<file path="src/rtl/alarm_buzzer_seq.sv">
// alarm_buzzer_seq: turns alarm_match into a beeping buzzer with stop, snooze and auto-timeout; define BUZZER_ESCALATE_EN for a continuous tone after ESCALATE_CYCLES beep cycles
module alarm_buzzer_seq #(
  parameter int BEEP_ON_TICKS      = 50,
  parameter int BEEP_OFF_TICKS     = 50,
  parameter int RING_TIMEOUT_TICKS = 6000,
  parameter int SNOOZE_TICKS       = 30000,
  parameter int MAX_SNOOZES        = 3,
  parameter int ESCALATE_CYCLES    = 10
) (
  input  logic                               clk,
  input  logic                               reset,
  input  logic                               i_tick_100hz,
  input  logic                               i_tone_pulse,
  input  logic                               i_al_enable,
  input  logic                               i_alarm_match,
  input  logic                               i_stop_pulse,
  input  logic                               i_snooze_pulse,
  output logic                               o_buzzer_out,
  output logic                               o_ringing,
  output logic                               o_snoozing,
  output logic [$clog2(MAX_SNOOZES+1)-1:0]   o_snooze_cnt
);
  localparam int PMAX = (BEEP_ON_TICKS > BEEP_OFF_TICKS) ? BEEP_ON_TICKS : BEEP_OFF_TICKS;
  localparam int PW = $clog2(PMAX + 1);
  localparam int TW = $clog2(RING_TIMEOUT_TICKS + 1);
  localparam int SW = $clog2(SNOOZE_TICKS + 1);
  localparam int CW = $clog2(MAX_SNOOZES + 1);
  localparam logic [PW-1:0] PON_LAST  = PW'(BEEP_ON_TICKS - 1);
  localparam logic [PW-1:0] POFF_LAST = PW'(BEEP_OFF_TICKS - 1);
  localparam logic [TW-1:0] T_LAST    = TW'(RING_TIMEOUT_TICKS - 1);
  localparam logic [SW-1:0] S_LAST    = SW'(SNOOZE_TICKS - 1);
  localparam logic [CW-1:0] SC_MAX    = CW'(MAX_SNOOZES);

  typedef enum logic [2:0] {IDLE, RING_ON, RING_OFF, SNOOZE, DONE} state_t;

  state_t        r_state, w_next;
  logic [PW-1:0] r_phase;
  logic [TW-1:0] r_tmo;
  logic [SW-1:0] r_snz;
  logic [CW-1:0] r_sc;
  logic          r_tone, r_buzzer, r_ringing, r_snoozing;
  logic          w_ring, w_next_ring, w_phase_done, w_tmo_done, w_snz_done, w_snz_ok, w_escalated;

  assign w_ring       = (r_state == RING_ON) || (r_state == RING_OFF);
  assign w_next_ring  = (w_next == RING_ON) || (w_next == RING_OFF);
  assign w_phase_done = i_tick_100hz && (r_phase == ((r_state == RING_ON) ? PON_LAST : POFF_LAST));
  assign w_tmo_done   = i_tick_100hz && w_ring && (r_tmo == T_LAST);
  assign w_snz_done   = i_tick_100hz && (r_state == SNOOZE) && (r_snz == S_LAST);
  assign w_snz_ok     = i_snooze_pulse && w_ring && (r_sc < SC_MAX);

`ifdef BUZZER_ESCALATE_EN
  localparam int EW = $clog2(ESCALATE_CYCLES + 1);
  localparam logic [EW-1:0] E_LAST = EW'(ESCALATE_CYCLES);
  logic [EW-1:0] r_cyc;
  assign w_escalated = r_cyc == E_LAST;
  // count completed ON+OFF cycles of the current ring burst; any non-ringing state restarts it
  always_ff @(posedge clk)
    if (reset || !w_ring) r_cyc <= '0;
    else if (r_state == RING_OFF && w_next == RING_ON) r_cyc <= r_cyc + EW'(1);
`else
  assign w_escalated = 1'b0;
`endif

  // next state: timers lowest, then snooze, stop and disarm override in rising priority
  always_comb begin
    w_next = r_state;
    case (r_state)
      IDLE:     w_next = i_alarm_match ? RING_ON : IDLE;
      RING_ON:  w_next = w_tmo_done ? DONE : (w_phase_done && !w_escalated) ? RING_OFF : RING_ON;
      RING_OFF: w_next = w_tmo_done ? DONE : w_phase_done ? RING_ON : RING_OFF;
      SNOOZE:   w_next = w_snz_done ? RING_ON : SNOOZE;
      DONE:     w_next = i_alarm_match ? DONE : IDLE;
      default:  w_next = IDLE;
    endcase
    if (w_snz_ok) w_next = SNOOZE;
    if (i_stop_pulse && (w_ring || r_state == SNOOZE)) w_next = DONE;
    if (!i_al_enable) w_next = IDLE;
  end

  // state register plus outputs registered from the next state; tone restarts at 0 for every beep
  always_ff @(posedge clk)
    if (reset) begin
      r_state    <= IDLE;
      r_ringing  <= 1'b0;
      r_snoozing <= 1'b0;
      r_tone     <= 1'b0;
      r_buzzer   <= 1'b0;
    end else begin
      r_state    <= w_next;
      r_ringing  <= w_next_ring;
      r_snoozing <= w_next == SNOOZE;
      r_tone     <= (w_next == RING_ON) && (r_tone ^ i_tone_pulse);
      r_buzzer   <= (w_next == RING_ON) && r_tone;
    end

  // phase, timeout, snooze-length and snooze-count counters, each cleared on its terminal event
  always_ff @(posedge clk)
    if (reset) begin
      r_phase <= '0;
      r_tmo   <= '0;
      r_snz   <= '0;
      r_sc    <= '0;
    end else begin
      r_phase <= (!w_ring || w_next != r_state || w_phase_done) ? '0 : r_phase + PW'(i_tick_100hz);
      r_tmo   <= (w_ring && w_next_ring) ? r_tmo + TW'(i_tick_100hz) : '0;
      r_snz   <= (r_state == SNOOZE && w_next == SNOOZE) ? r_snz + SW'(i_tick_100hz) : '0;
      r_sc    <= (r_state == IDLE || w_next == IDLE) ? '0 : r_sc + CW'(w_ring && w_next == SNOOZE);
    end

  assign o_buzzer_out = r_buzzer;
  assign o_ringing    = r_ringing;
  assign o_snoozing   = r_snoozing;
  assign o_snooze_cnt = r_sc;
endmodule

</file>
<file path="config.mk">
export PLATFORM = sky130hd
export DESIGN_NAME = alarm_buzzer_seq
export DESIGN_NICKNAME = d
export VERILOG_FILES = /design/src/rtl/alarm_buzzer_seq.sv
export SDC_FILE = /design/constraint.sdc
export NUM_CORES = 1
export LEC_CHECK = 0
export ABC_CLOCK_PERIOD_IN_PS = 2700
export BUFFER_PORTS_ARGS = -buffer_cell sky130_fd_sc_hd__buf_2
export CAP_MARGIN = 15
export CORE_MARGIN = 2
export CORE_UTILIZATION = 60
export CTS_CLUSTER_SIZE = 14
export DETAILED_ROUTE_END_ITERATION = 10
export PLACE_DENSITY_LB_ADDON = 0.3
export SLEW_MARGIN = 20
export SYNTH_ARGS = -nofsm -noshare
export SYNTH_HDL_FRONTEND = slang
export SYNTH_SLANG_ARGS = --single-unit
</file>
<file path="constraint.sdc">
create_clock -name clk -period 2.7 [get_ports clk]
set_input_delay 0.54 -clock clk [delete_from_list [all_inputs] [get_ports clk]]
set_output_delay 0.54 -clock clk [all_outputs]
set_load 0.05 [all_outputs]
</file>
* Word-level counts from Yosys, hierarchy flattened
Cells that the tools add are included.
** Storage, ports and cells
- Word-level logic and storage cells :: 65
- Flip-flop bits (word level) :: 43
- Output and inout bits :: 5
** Cells by class
- Muxes and demuxes :: 11
- Reductions and logical operators :: 26
- Add/sub/neg operators :: 4
- Magnitude comparators :: 1
- Bitwise operators :: 3
- Equal/unequal tests :: 11
** Operators with widths (number)
- 3-bit two-way mux :: 6
- 15-bit by 1-bit adder with 15-bit output :: 1
- 15-bit == test (second input constant) :: 1
- 3-bit case mux with 5 select lines :: 1
- 13-bit by 1-bit adder with 13-bit output :: 1
- 13-bit == test (second input constant) :: 1
- 1-bit logical AND :: 13
- 3-bit by 2-bit == test with 1-bit output (second input constant) :: 4
- 2-bit OR reduction :: 4
- 6-bit by 1-bit adder with 6-bit output :: 1
- 3-bit by 1-bit == test with 1-bit output (second input constant) :: 2
- 6-bit == test (second input constant) :: 1
- 3-bit zero test :: 2
- 1-bit logical OR :: 6
- 2-bit two-way mux :: 3
- 3-bit == test (second input constant) :: 1
- 3-bit inequality test :: 1
- 2-bit by 1-bit adder with 2-bit output :: 1
- 2-bit less-than comparator (second input constant) :: 1
- 1-bit NOT :: 2
- 1-bit zero test :: 1
- 1-bit two-way mux :: 1
- 1-bit XOR :: 1

* Longest topological paths before layout
- Word-level depth :: 14
- Gate-level depth with buffers :: 9

* Worst setup path after synthesis
No wires, ideal clock.
- Kind :: register to register
- Start :: register r_tmo[11]
- End :: register r_sc[1] (netlist: o_snooze_cnt[1])
- Arrival time :: 2387 ps
- Path slack :: 254 ps
- Buffers on the path :: 0
- Stages on the path, launching flop included :: 9
- Cells stage by stage :: dfxtp_1 -> or4b_4 -> or4_1 -> o311ai_2 -> nor3_1 -> ha_1 -> xnor2_1 -> nor3_1 -> o31a_1
** On the way
- Word-level cells in the longest chain between the ends :: 10
** Ends and longest elaborated chain
- start, declared :: RTL line 38 : logic [TW-1:0] r_tmo;
- start signal, assigned :: RTL line 105 : r_tmo <= (w_ring && w_next_ring) ? r_tmo + TW'(i_tick_100hz) : '0;
- 13-bit == test (*) :: RTL line 47 : assign w_tmo_done = i_tick_100hz && w_ring && (r_tmo == T_LAST);
- 1-bit logical AND (*) :: RTL line 47
- 3-bit two-way mux, on equally long branches :: RTL line 70, 69
- 3-bit case mux with 5 select lines (*) :: RTL line 67 : case (r_state)
- 3-bit two-way mux (*) :: RTL line 75 : if (w_snz_ok) w_next = SNOOZE;
- 3-bit two-way mux (*) :: RTL line 76 : if (i_stop_pulse && (w_ring || r_state == SNOOZE)) w_next = DONE;
- 3-bit two-way mux (*) :: RTL line 77 : if (!i_al_enable) w_next = IDLE;
- 3-bit by 2-bit == test with 1-bit output / 3-bit zero test (equally long branches) :: RTL line 107 : r_sc <= (r_state == IDLE || w_next == IDLE) ? '0 : r_sc + CW'(w_ring && w_next == SNOOZE);
- 1-bit logical AND / 1-bit logical OR (equally long branches) :: RTL line 107
- 2-bit by 1-bit adder with 2-bit output / 2-bit OR reduction (equally long branches)
- end signal, assigned :: RTL line 107
- end, declared :: RTL line 40 : logic [CW-1:0] r_sc;
Mark *: on every way between the ends. The rest lies on a longest branch, timed or not.
A chain may end at the register's enable or synchronous reset.

* Worst setup path after layout
- Start :: register r_tmo[7]
- End :: register r_sc[1] (netlist: o_snooze_cnt[1])
The elaborated chain is that of the path after synthesis.

==> results.json <==
{
  "fin_area_um2": 2350,
  "yosysSeqAreaShare": 0.397,
  "vias_per_cell": 5.58,
  "ctsHoldBuffers": 0,
  "fin_crit_sh": 0.968,
  "finalHoldViolations": 0,
  "clock_latency_ns": 0.36,
  "numCtsBuffers": 5,
  "ys_types": 51,
  "crit_slowest_cell": "or4_1",
  "p_per_area_nw_per_um2": 453,
  "drc_errors": 0,
  "gp_congestion": 0.871,
  "worst_ep_arrival_time_ns": 2.92,
  "ios": 13,
  "drive_above_1_share": 0.125,
  "synth_largest_area_cell": "dfxtp_1",
  "syn_nets": 269,
  "rr_startpoint": "r_tmo[7]$_SDFF_PP0_",
  "detail-route-antenna-nets": 0,
  "fill_cells": 268,
  "status": "completed",
  "ctsResizeCount": 0,
  "synth_ff_type": "dfxtp_1",
  "start_util": 0.639,
  "cts_setup_buffers": 0,
  "hold_end": "r_state[2]$_SDFF_PP0_",
  "grt_setup_unrepaired": "no",
  "vias": 1773,
  "min_path_type": "input port to flop",
  "cpMostUsedCell": "nor3_1",
  "core_area_um2": 3390,
  "grt_pass1_wl_um": 7290,
  "tns_ns": 0,
  "crit_chain": "or4b_4, or4_1, o311ai_2, nor3_1, ha_1, xnor2_1, nor3_1, o31a_1",
  "ys_seq_elements": 43,
  "wirelength_um": 4070,
  "cpLargestDelayFamily": "simple AND/OR/NAND/NOR gates",
  "synthCells": 254,
  "path_max_fanout": 5,
  "critPathBufInv": 0,
  "grt_pass1_vias": 1707,
  "placed_area_um2": 2280,
  "layout.nets": 286,
  "rows": 21,
  "netlist_area_um2": 2170,
  "die_area_um2": 4110,
  "register_area_um2": 861,
  "die_h_um": 64.1,
  "start_kind": "flop",
  "slew_headroom": 0.544,
  "yosysWarnings": 0,
  "leakage_nw": 0.836,
  "synthArstFlopShare": 0,
  "maxCapViolCount": 0,
  "antenna_found_initial": 0,
  "drtIter0Drc": 140,
  "synthTopCellsByArea": "dfxtp_1, nor2_1, xor2_1",
  "clkTransAtPathRegs_ns": 0.12,
  "gr-total-overflow": 0,
  "cp_slowest_stage_delay_ns": 0.57,
  "hold_depth": 2,
  "startpoint": "r_tmo[7]$_SDFF_PP0_",
  "cts.path.max_buffers": 2,
  "worst-r2r-cell-count": 8,
  "multi_input_area_um2": 1260,
  "port_buffers": 12,
  "max_freq_ghz": 0.383,
  "clock_skew_ns": 0.0105,
  "hpwl_um": 2970,
  "fin_crit_ns": 2.61,
  "synth_top_area_share": 0.397,
  "synth.top_cells.by_count": "dfxtp_1, nor2_1, nand2_1, xor2_1, xnor2_1",
  "end_kind": "flop",
  "peakVddDrop_v": 0.000331,
  "hp-start": "reset",
  "die_w_um": 64.1,
  "grt_max_degree": 16,
  "required_ns": 3.01,
  "critPathKind": "flop to flop",
  "synth-edff-count": 0,
  "dr.pass1.iters": 6,
  "rrSetupSlack_ns": 0.09,
  "worst_pin_slew_ns": 0.679,
  "setup_viol": 0,
  "grt_use_total": 0.222,
  "cts_tree": "yes",
  "timing.rr.end": "o_snooze_cnt[1]$_SDFF_PP0_",
  "drv_slew": 0,
  "area_growth_pct": 8.49,
  "num_antenna_cells": 0,
  "htree_levels": 2,
  "cts.sinks": 43,
  "drt-wirelength-per-cell_um": 12.8,
  "cts_root_buffer": "clkbuf_4",
  "avgSynthCellArea_um2": 8.53
}
==> worst max path at each step <==
stage | cells past startpoint | slack, ns | endpoint
floorplan | 8 | 0.25 | o_snooze_cnt[1]$_SDFF_PP0_
global placement | 8 | 0.23 | o_snooze_cnt[1]$_SDFF_PP0_
detailed placement | 8 | 0.14 | o_snooze_cnt[1]$_SDFF_PP0_
CTS | 8 | 0.08 | o_snooze_cnt[1]$_SDFF_PP0_
global route | 8 | 0.02 | o_snooze_cnt[1]$_SDFF_PP0_
finish | 8 | 0.09 | o_snooze_cnt[1]$_SDFF_PP0_
==> power by group <==
| group | switching, mW | total (mW) | internal, mW |
|---|---|---|---|
| combinational | 0.0512 | 0.0818 | 0.0305 |
| sequential | 0.00563 | 0.644 | 0.638 |
| clock | 0.211 | 0.340 | 0.128 |
==> cell usage in the layout, fill, tap and decap left out, drive strengths merged, types with 5 or more instances in the layout <==
master,n
nand4,9
inv,6
ha,7
dfxtp,43
nand3,10
clkbuf,6
a21oi,5
o21ai,8
nand2,26
xor2,17
buf,15
nor2,44
xnor2,14
and3,7
nor3,9
==> kinds of logic after synthesis <==
kind of cell | share of synthesized area
compound gates | 0.106
xor+xnor | 0.125
fa+ha+maj | 0.0404
buf+inv | 0.0214
flops | 0.397
simple gates | 0.309
==> routing by layer <==
| metal | track usage | routed length (um) |
|---|---|---|
| met5 | 0 | 0 |
| met4 | 0.0815 | 57 |
| met1 | 0.280 | 1880 |
| met2 | 0.367 | 1860 |
| met3 | 0.0528 | 272 |
==> final cells by class <==
cell class / instances / share of cell area
inverters: 6 / 0.00958
flip-flops and latches: 43 / 0.366
clock buffers: 6 / 0.0218
multi-input cells: 200 / 0.536
well taps: 46 / 0.0245
repair buffers: 15 / 0.0351
clock inverters: 2 / 0.00692
==> worst reg2reg max path: cells and delay by family (launching register included) <==
kind	cells	cell delay [ns]
flops	1	0.37
fa+ha+maj	1	0.20
simple gates	4	1.39
xor+xnor	1	0.13
compound gates	2	0.47
==> flip-flops by register name (all words and copies together) (netlist names) <==
register	count
r_snz	15
o_snooze_cnt	2
o_ringing	1
o_buzzer_out	1
r_tmo	13
r_phase	6
o_snoozing	1
r_tone	1
r_state	3
==> metrics by stage <==
step	utilization	instances	setup WS (ns)	hold slack, ns	power [mW]
floorplan	-	254	0.254	0.473	0.713
global placement	0.673	310	0.226	0.477	0.738
detailed placement	0.673	310	0.137	0.484	0.738
CTS	0.693	318	0.0843	0.414	1.07
global route	0.693	318	0.0166	0.410	1.11
finish	0.693	318	0.0858	0.419	1.07
(Power assumes the default switching activity.)
